**config.mk**
```make
export PLATFORM = sky130hd
export DESIGN_NAME = lsu_mem_ctrl
export DESIGN_NICKNAME = d
export VERILOG_FILES = /design/src/rtl/lsu_mem_ctrl_pkg.sv /design/src/rtl/lsu_mem_ctrl_load_align.sv /design/src/rtl/lsu_mem_ctrl.sv
export SDC_FILE = /design/constraint.sdc
export NUM_CORES = 1
export LEC_CHECK = 0
export BUFFER_PORTS_ARGS = -buffer_cell sky130_fd_sc_hd__buf_4
export CAP_MARGIN = 20
export CORE_ASPECT_RATIO = 1.1
export CORE_UTILIZATION = 40
export DETAILED_ROUTE_END_ITERATION = 7
export GPL_TIMING_DRIVEN = 0
export PLACE_DENSITY = 0.77
export SKIP_CTS_REPAIR_TIMING = 1
export SLEW_MARGIN = 10
export SYNTH_ARGS = -nofsm -noshare
export SYNTH_HDL_FRONTEND = slang
export SYNTH_HIERARCHICAL = 1
export SYNTH_SLANG_ARGS = --single-unit
```
**constraint.sdc**
```tcl
create_clock -name clk -period 5.1 [get_ports clk]
set_clock_uncertainty 0.05 [all_clocks]
set_input_delay 1.02 -clock clk [delete_from_list [all_inputs] [get_ports clk]]
set_output_delay 1.02 -clock clk [all_outputs]
set_load 0.02 [all_outputs]
```
**src/rtl/lsu_mem_ctrl_pkg.sv**
```systemverilog
// Shared core definitions for the load/store unit: size encodings, load funct3 codes and LSU states.
package lsu_mem_ctrl_pkg;

    localparam logic [1:0] SZ_BYTE = 2'b00;
    localparam logic [1:0] SZ_HALF = 2'b01;
    localparam logic [1:0] SZ_WORD = 2'b10;
    localparam logic [1:0] SZ_LOAD = 2'b11;

    localparam logic [2:0] F3_LB  = 3'b000;
    localparam logic [2:0] F3_LH  = 3'b001;
    localparam logic [2:0] F3_LW  = 3'b010;
    localparam logic [2:0] F3_LBU = 3'b100;
    localparam logic [2:0] F3_LHU = 3'b101;

    typedef enum logic [1:0] {
        ST_IDLE = 2'b00,
        ST_REQ  = 2'b01,
        ST_DONE = 2'b10,
        ST_ERR  = 2'b11
    } lsu_state_t;

    // Undefined load funct3 codes behave as LW, so anything not byte/half is a word access.
    function automatic logic is_misaligned(input logic [1:0] size, input logic [2:0] f3,
                                           input logic [1:0] lo);
        logic is_byte;
        logic is_half;
        is_byte = (size == SZ_BYTE) || ((size == SZ_LOAD) && ((f3 == F3_LB) || (f3 == F3_LBU)));
        is_half = (size == SZ_HALF) || ((size == SZ_LOAD) && ((f3 == F3_LH) || (f3 == F3_LHU)));
        if (is_byte) begin
            return 1'b0;
        end else if (is_half) begin
            return lo[0];
        end else begin
            return (lo != 2'b00);
        end
    endfunction

endpackage

```
**src/rtl/lsu_mem_ctrl_load_align.sv**
```systemverilog
// Lane selection and sign/zero extension of a loaded memory word.
module lsu_load_align
    import lsu_mem_ctrl_pkg::*;
(
    input  logic [31:0] mem_rdata,
    input  logic [1:0]  addr_lo,
    input  logic [2:0]  funct3,
    output logic [31:0] load_data
);

    logic [7:0]  byte_s;
    logic [15:0] half_s;

    // Pick the addressed lane, then extend according to the load kind.
    always_comb begin
        byte_s    = 8'h00;
        half_s    = addr_lo[1] ? mem_rdata[31:16] : mem_rdata[15:0];
        load_data = 32'h0000_0000;
        case (addr_lo)
            2'd0:    byte_s = mem_rdata[7:0];
            2'd1:    byte_s = mem_rdata[15:8];
            2'd2:    byte_s = mem_rdata[23:16];
            2'd3:    byte_s = mem_rdata[31:24];
            default: byte_s = 8'h00;
        endcase
        case (funct3)
            F3_LB:   load_data = {{24{byte_s[7]}}, byte_s};
            F3_LH:   load_data = {{16{half_s[15]}}, half_s};
            F3_LBU:  load_data = {24'h00_0000, byte_s};
            F3_LHU:  load_data = {16'h0000, half_s};
            default: load_data = mem_rdata;
        endcase
    end

endmodule

```
**src/rtl/lsu_mem_ctrl.sv**
```systemverilog
// Load/store unit: one req/ack bus transaction per instruction, stalling the core until it ends.
// Optional misaligned-access trap enabled by defining LSU_MISALIGN_TRAP_EN.
module lsu_mem_ctrl
    import lsu_mem_ctrl_pkg::*;
#(
    parameter int unsigned TIMEOUT_CYCLES = 255
) (
    input  logic        clk,
    input  logic        reset,
    input  logic        memory_en,
    input  logic [1:0]  store_size,
    input  logic [2:0]  funct3,
    input  logic [31:0] addr,
    input  logic [31:0] wdata,
    output logic [31:0] load_data,
    output logic        stall,
    output logic        lsu_err,
    output logic        mem_req,
    output logic        mem_we,
    output logic [31:0] mem_addr,
    output logic [3:0]  mem_be,
    output logic [31:0] mem_wdata,
    input  logic        mem_ack,
    input  logic [31:0] mem_rdata
);

    localparam logic [7:0] TMO_LAST = 8'(TIMEOUT_CYCLES - 32'd1);

    lsu_state_t  state_q, state_d;
    logic [7:0]  cnt_q, cnt_d;
    logic [31:0] load_data_q, load_data_d;
    logic        mem_req_q, mem_req_d;
    logic        mem_we_q, mem_we_d;
    logic [31:0] mem_addr_q, mem_addr_d;
    logic [3:0]  mem_be_q, mem_be_d;
    logic [31:0] mem_wdata_q, mem_wdata_d;
    logic [1:0]  lo_q, lo_d;
    logic [2:0]  f3_q, f3_d;

    logic [3:0]  fmt_be_s;
    logic [31:0] fmt_wdata_s;
    logic        fmt_we_s;
    logic        misalign_s;
    logic [31:0] align_s;

`ifdef LSU_MISALIGN_TRAP_EN
    assign misalign_s = is_misaligned(store_size, funct3, addr[1:0]);
`else
    assign misalign_s = 1'b0;
`endif

    lsu_load_align u_align (
        .mem_rdata (mem_rdata),
        .addr_lo   (lo_q),
        .funct3    (f3_q),
        .load_data (align_s)
    );

    // Store lane formatting; loads read the whole word.
    always_comb begin
        fmt_be_s    = 4'b1111;
        fmt_wdata_s = 32'h0000_0000;
        fmt_we_s    = 1'b1;
        case (store_size)
            SZ_BYTE: begin
                fmt_be_s    = 4'b0001 << addr[1:0];
                fmt_wdata_s = {4{wdata[7:0]}};
            end
            SZ_HALF: begin
                fmt_be_s    = 4'b0011 << {addr[1], 1'b0};
                fmt_wdata_s = {2{wdata[15:0]}};
            end
            SZ_WORD: begin
                fmt_be_s    = 4'b1111;
                fmt_wdata_s = wdata;
            end
            default: begin
                fmt_we_s = 1'b0;
            end
        endcase
    end

    // State register and datapath flops.
    always_ff @(posedge clk or posedge reset) begin
        if (reset) begin
            state_q     <= ST_IDLE;
            cnt_q       <= 8'h00;
            load_data_q <= 32'h0000_0000;
            mem_req_q   <= 1'b0;
            mem_we_q    <= 1'b0;
            mem_addr_q  <= 32'h0000_0000;
            mem_be_q    <= 4'h0;
            mem_wdata_q <= 32'h0000_0000;
            lo_q        <= 2'b00;
            f3_q        <= 3'b000;
        end else begin
            state_q     <= state_d;
            cnt_q       <= cnt_d;
            load_data_q <= load_data_d;
            mem_req_q   <= mem_req_d;
            mem_we_q    <= mem_we_d;
            mem_addr_q  <= mem_addr_d;
            mem_be_q    <= mem_be_d;
            mem_wdata_q <= mem_wdata_d;
            lo_q        <= lo_d;
            f3_q        <= f3_d;
        end
    end

    // Next-state logic; an ack in the expiring cycle still completes normally.
    always_comb begin
        state_d = state_q;
        case (state_q)
            ST_IDLE: begin
                if (memory_en) begin
                    state_d = misalign_s ? ST_ERR : ST_REQ;
                end else begin
                    state_d = ST_IDLE;
                end
            end
            ST_REQ: begin
                if (mem_ack) begin
                    state_d = ST_DONE;
                end else if (cnt_q == TMO_LAST) begin
                    state_d = ST_ERR;
                end else begin
                    state_d = ST_REQ;
                end
            end
            ST_DONE: state_d = ST_IDLE;
            ST_ERR:  state_d = ST_IDLE;
            default: state_d = ST_IDLE;
        endcase
    end

    // Datapath next values: bus fields frozen for the whole request, counter cleared on entry.
    always_comb begin
        cnt_d       = cnt_q;
        load_data_d = load_data_q;
        mem_req_d   = (state_d == ST_REQ);
        mem_we_d    = mem_we_q;
        mem_addr_d  = mem_addr_q;
        mem_be_d    = mem_be_q;
        mem_wdata_d = mem_wdata_q;
        lo_d        = lo_q;
        f3_d        = f3_q;
        if ((state_q == ST_IDLE) && (state_d == ST_REQ)) begin
            cnt_d       = 8'h00;
            mem_we_d    = fmt_we_s;
            mem_addr_d  = {addr[31:2], 2'b00};
            mem_be_d    = fmt_be_s;
            mem_wdata_d = fmt_wdata_s;
            lo_d        = addr[1:0];
            f3_d        = funct3;
        end else if ((state_q == ST_REQ) && !mem_ack) begin
            cnt_d = cnt_q + 8'd1;
        end else begin
            cnt_d = cnt_q;
        end
        if (state_d == ST_ERR) begin
            load_data_d = 32'h0000_0000;
        end else if ((state_q == ST_REQ) && mem_ack) begin
            load_data_d = mem_we_q ? 32'h0000_0000 : align_s;
        end else begin
            load_data_d = load_data_q;
        end
    end

    // Core-facing handshake outputs decoded from the current state.
    always_comb begin
        stall   = 1'b0;
        lsu_err = 1'b0;
        case (state_q)
            ST_IDLE: stall   = memory_en;
            ST_REQ:  stall   = 1'b1;
            ST_DONE: stall   = 1'b0;
            ST_ERR:  lsu_err = 1'b1;
            default: stall   = 1'b0;
        endcase
    end

    assign load_data = load_data_q;
    assign mem_req   = mem_req_q;
    assign mem_we    = mem_we_q;
    assign mem_addr  = mem_addr_q;
    assign mem_be    = mem_be_q;
    assign mem_wdata = mem_wdata_q;

endmodule

```
==> flow_summary_export.csv, run 1 <==
group,metric,value,unit
outcome,status,"complete, no violations",
finish,drive_gt1_frac,0.326,
route,routed.top_layer,"met4",
setup_path,end_kind,"output pin",
setup_path,cp.required,4030,ps
route,wl_met1,6940,µm
setup_path,r2r_cells,7,
grt,grt_pass1_vias,5313,
power,power_density,616,nW/µm²
sta,hold_violations,0,
sta,tightest_slew,583,ps
logic_synthesis,synth_ff_type,"dfrtp_1",
die,die_y,126,µm
grt,grt_overflow,0,
place,portBuffers,205,
logic_synthesis,syn_area,5620,µm²
die,coreArea,13700,µm²
min_path,worstHoldPathType,"register to register",
logic_synthesis,synth_edf_count,0,
cts,clockBufferDepth,2,
route,avgRoutedWirePerCell,16.7,µm
finish,fin_util,0.583,
route,firstDrtPassIters,6,
setup_path,r2r_end,"load_data[31]$_DFFE_PP0P_",
power,ir_drop,315,µV
finish,antenna_cells,0,
route,wl_met3,1520,µm
power,power,4.94,mW
finish,area_growth,42.7,%
grt,grt_pass1_wl,27400,µm
finish,nets,935,
route,via_count,5421,
power,p_leak,4.00,nW
setup_path,cp.arrival,1430,ps
place,dp_hpwl,12800,µm
cts,cts_tree,"done",
logic_synthesis,ys_seq_area_frac,0.512,
cts,cts_buffers,17,
sta,min_period,2500,ps
min_path,worstHoldStart,"mem_wdata[0]$_DFFE_PP0P_",
die,rows,45,
min_path,holdPathStages,2,
sta,relSlewSlack,0.611,
sta,rsz0062_at_grt,"no",
die,start_util,0.409,
route,routed_wl,17200,µm
logic_synthesis,syn_area_per_cell,9.33,µm²
die,io-pin-count,209,
cts,h-tree-depth,4,
sta,maxSlewViolCount,0,
sta,max_freq,400,MHz
grt,grt_use_total,0.247,
route,viasPerCell,5.27,
grt,antenna_found_initial,0,
route,drc_errors,0,
cts,cts_root_buf,"clkbuf_16",
logic_synthesis,synth-seq-cells,115,
route,antenna_left,0,
logic_synthesis,synth_cell_types,51,
die,die_area,14500,µm²
setup_path,crit_start,"memory_en",
route,dr_wl_met2,8170,µm
logic_synthesis,synth_cells,602,
logic_synthesis,synthArstFlopShare,1.00,
die,die_w,115,µm
cts,clock-sinks,115,
setup_path,reg2reg_from,"lo_q[1]$_DFFE_PP0P_",
finish,nFillCells,1252,
place,gp_congestion,0.914,
setup_path,r2r_slack,2860,ps
flow_run,cap_violations,0,
route,drt_iter0_drc,487,
min_path,min_to,"mem_wdata[0]$_DFFE_PP0P_",
setup_path,path_max_fanout,3,
logic_synthesis,yosys_warnings,6,
cts,clock_latency,410,ps
sta,period_share,0.490,
grt,grt_max_degree,62,
sta,finalSetupViolations,0,
setup_path,critPathLaunchType,"input pin",
cts,path_clk_slew,60,ps
setup_path,worstSetupPathType,"input pin to output pin",
-- per-stage QoR --
step	instances	cell area (µm²)	hold WS, ps	setup TNS, ps	worst slack (ps)
2_1_floorplan	603	5620	394	0	986
3_3_place_gp	996	7390	403	-53470	-472
3_5_place_dp	997	7430	407	0	2270
4_1_cts	1029	8010	420	0	2600
5_1_grt	1029	8010	453	0	2580
6_report	1029	8010	415	0	2600
-- cell usage in the layout (no fill, tap or decap), types with 5 or more instances in the layout --
cell type and n:
buf_2 12, buf_4 208, clkinv_2 5, and2_1 24
mux2_2 7, a22oi_1 13, o21ai_0 30, a221oi_1 11
a221o_1 32, dfrtp_1 115, nand2_1 189, mux2i_1 9
a22o_1 7, nand3_1 10, inv_1 5, clkbuf_16 17
a21oi_1 9, and2_0 8, clkbuf_1 22, a2bb2oi_1 13
nor2_1 33
-- synthesized netlist by cell type (2+ instances only) --
library cell  instances  area (µm²)
nand2_1             189         709
nand3_1              10        50.1
nand4_1               2        12.5
a221oi_1             11        96.3
and2_1               24         150
a221o_1              32         320
or4_1                 2        15.0
buf_4                 3        22.5
inv_1                 6        22.5
mux2_2                7        78.8
xnor2_1               2        17.5
nand2b_1              2        12.5
o21a_1                2        15.0
o21ai_0              30         150
nor3b_1               2        15.0
nor2_1               33         124
buf_2                12        60.1
o31ai_1               2        15.0
buf_6                 4        45.0
ha_1                  2        25.0
buf_1                 4        15.0
a22oi_1              13        97.6
a21oi_1               9        45.0
dfrtp_1             115        2880
and2_0                8        50.1
mux2i_1               9        90.1
or3_2                 2        15.0
a22o_1                7        61.3
nor2b_1               3        18.8
clkbuf_1             22        82.6
a2bb2oi_1            13         114
-- metal layers --
layer / up-vias / track usage
li1: 2551 / -
met4: 0 / 0.121
met5: - / 0
met1: 2562 / 0.300
met3: 41 / 0.0775
met2: 267 / 0.394
-- sequential cells by signal, indices dropped and copies added (netlist names) --
register,count
f3_q,3
lo_q,2
mem_we,1
cnt_q,8
state_q,2
mem_be,4
load_data,32
mem_addr,30
mem_req,1
mem_wdata,32
-- layout make-up --
class                      instances  area (µm²)  area share
multi-input combinational        437        2490       0.311
sequential                       115        2880       0.359
clock buffer                      19         453      0.0565
buffer                            45         225      0.0281
inverter                           6        27.5     0.00344
tap                              188         235      0.0294
timing repair buffer             206        1570       0.196
clock inverter                    13         133      0.0166
-- cell families after synthesis --
family	count (synthesis)	share of synthesized area
buffers and inverters	51	0.0441
other	1	0.000668
AO/OA/AOI/OAI	126	0.173
adder cells (fa/ha/maj)	2	0.00445
AND/OR/NAND/NOR	287	0.226
XOR/XNOR	3	0.00468
flip-flops	115	0.512
multiplexers	17	0.0341
-- critical path: stages --
cell and delay (ps):
buf_4 110, nor2_1 90, nor2_1 50, buf_4 160
-- how the worst max path moves through the flow --
stage | slack [ps] | depth (start not counted) | endpoint
CTS | 2600 | 4 | stall
floorplan | 990 | 1 | cnt_q[0]$_DFFE_PP0P_
finish | 2600 | 4 | stall
global placement | -470 | 2 | load_data[20]$_DFFE_PP0P_
global route | 2580 | 4 | stall
detailed placement | 2270 | 8 | load_data[31]$_DFFE_PP0P_
-- where the power goes --
part,total (mW),internal (mW),switching [mW]
sequential,1.57,1.29,0.277
clock,1.18,0.742,0.436
combinational,2.19,0.952,1.24
Note: power is estimated with default switching activity, not from simulation.
==> run 2: changes to the inputs <==
- PLACE_DENSITY: 0.77 -> 0.8
- clock period: 5.1 -> 2.2 ns (I/O delays scaled with it)
==> run 2 against run 1 <==
  * Clock power up 130%
  * Count of clock-buffer cells in the layout grew 2
  * Cell area up 0.50%
  * Worst setup slack got worse by 2500 ps
  * Highest routed layer unchanged
  * Global-route usage decreased by 0.71 points
==> flow_summary_export.csv, run 2 (synthesis results as in run 1) <==
group,metric,value,unit
setup_path,r2r_end,"load_data[27]$_DFFE_PP0P_",
cts,cts_tree,"done",
power,ir_drop,674,µV
finish,final_cell_mix,"buf_4 (209), nand2_1 (189), dfrtp_1 (114)",
flow_run,cap_violations,0,
power,p_sw,4.39,mW
cts,cts_buffers,17,
power,pwr-share-comb,0.444,
setup_path,r2r_slack,80,ps
die,die_area,14500,µm²
route,routed_wl,16700,µm
die,die_w,115,µm
setup_path,end_kind,"register",
place,dp_hpwl,12700,µm
die,die_y,126,µm
route,viasPerCell,5.31,
power,p_leak,4.03,nW
route,drc_errors,0,
power,cell_internal_pwr,7.08,mW
grt,grt_max_degree,35,
min_path,worstHoldPathType,"input pin to asynchronous set/reset pin",
finish,final_common_cell,"buf_4",
grt,grt_use_total,0.240,
sta,tightest_slew,606,ps
finish,nets,938,
die,start_util,0.409,
finish,fin_util,0.586,
setup_path,critPathLaunchType,"register",
setup_path,worstSetupPathType,"register to register",
sta,maxSlewViolCount,0,
finish,nFillCells,1226,
sta,finalSetupViolations,0,
setup_path,crit_start,"lo_q[1]$_DFFE_PP0P_",
grt,grt_pass1_wl,26700,µm
route,drt_iter0_drc,443,
setup_path,r2r_cells,7,
power,power_density,1420,nW/µm²
finish,antenna_cells,0,
sta,period_share,0.964,
finish,area_growth,43.4,%
die,coreArea,13700,µm²
route,avgRoutedWirePerCell,16.3,µm
power,p_seq_frac,0.317,
power,p_clk_frac,0.240,
die,rows,45,
cts,clock_latency,400,ps
cts,path_clk_slew,50,ps
die,io-pin-count,209,
power,switching_share,0.383,
finish,drive_gt1_frac,0.325,
outcome,status,"complete, no violations",
cts,clock-sinks,115,
place,gp_congestion,0.937,
route,via_count,5452,
grt,grt_pass1_vias,5269,
grt,grt_overflow,0,
place,portBuffers,205,
cts,clockBufferDepth,2,
sta,min_period,2120,ps
setup_path,reg2reg_from,"lo_q[1]$_DFFE_PP0P_",
setup_path,path_max_fanout,10,
sta,relSlewSlack,0.595,
route,antenna_left,0,
setup_path,cp.arrival,2350,ps
cts,h-tree-depth,4,
cts,cts_root_buf,"clkbuf_16",
grt,antenna_found_initial,0,
route,firstDrtPassIters,5,
sta,max_freq,472,MHz
sta,hold_violations,0,
sta,tns,0,ps
setup_path,cp.required,2430,ps
[run 2: cell types whose count changed in the layout (fill, tap and decap cells not counted), sizes merged]
cell,change
buf,+3
clkinvlp,-3
inv,-3
clkbuf,+2
clkinv,-2
bufinv,+1
[run 2: cell type report]
cell class	count	area, µm²	share of cell area
Buffer	45	225	0.0280
Clock buffer	21	480	0.0597
Clock inverter	6	105	0.0131
Inverter	6	26.3	0.00326
Multi-Input combinational cell	437	2490	0.310
Sequential cell	115	2880	0.358
Tap cell	188	235	0.0292
Timing Repair Buffer	209	1610	0.200
[run 2: metal layers]
metal  up-vias  part of all wire  GRT usage  routed length [µm]
met2       268              0.49      0.382                8140
li1       2547                 -          -                   -
met1      2604              0.41      0.293                6870
met4         0             0.025      0.112                 426
met3        33             0.078     0.0775                1300
met5         -                 0          0                   0
[run 2: how the worst max path moves through the flow]
stage	end
4_1_cts	load_data[21]$_DFFE_PP0P_
3_5_place_dp	load_data[26]$_DFFE_PP0P_
3_3_place_gp	mem_be[2]$_DFFE_PP0P_
6_report	load_data[27]$_DFFE_PP0P_
2_1_floorplan	load_data[15]$_DFFE_PP0P_
5_1_grt	load_data[15]$_DFFE_PP0P_
[run 2: through the flow]
step | std cells | worst slack [ps] | hold slack, ps | power (mW) | instance area [µm²]
finish | 1027 | 79.8 | 21.6 | 11.5 | 8050
global route | 1027 | -0.360 | 34.9 | 12.2 | 8050
CTS | 1026 | -20.0 | 16.1 | 11.5 | 8040
detailed placement | 999 | -40.8 | 410 | 8.72 | 7460
global placement | 996 | -488 | 404 | 8.59 | 7400
floorplan | 603 | 223 | 394 | 6.54 | 5620
[run 2: power groups by stage]
stage | registers (mW) | clock network [mW] | logic [mW]
2_1_floorplan | 4.54 | 0 | 2.00
3_3_place_gp | 3.61 | 0 | 4.98
3_5_place_dp | 3.64 | 0 | 5.08
4_1_cts | 3.63 | 2.80 | 5.10
5_1_grt | 3.75 | 2.91 | 5.52
6_report | 3.63 | 2.75 | 5.09
[run 2: critical path, stage by stage (launching register included)]
cell and delay [ps]:
dfrtp_2 410, mux4_2 560, nand3b_4 150, o41a_2 170, buf_6 120, buf_6 140
nand2_1 90, a221o_1 320
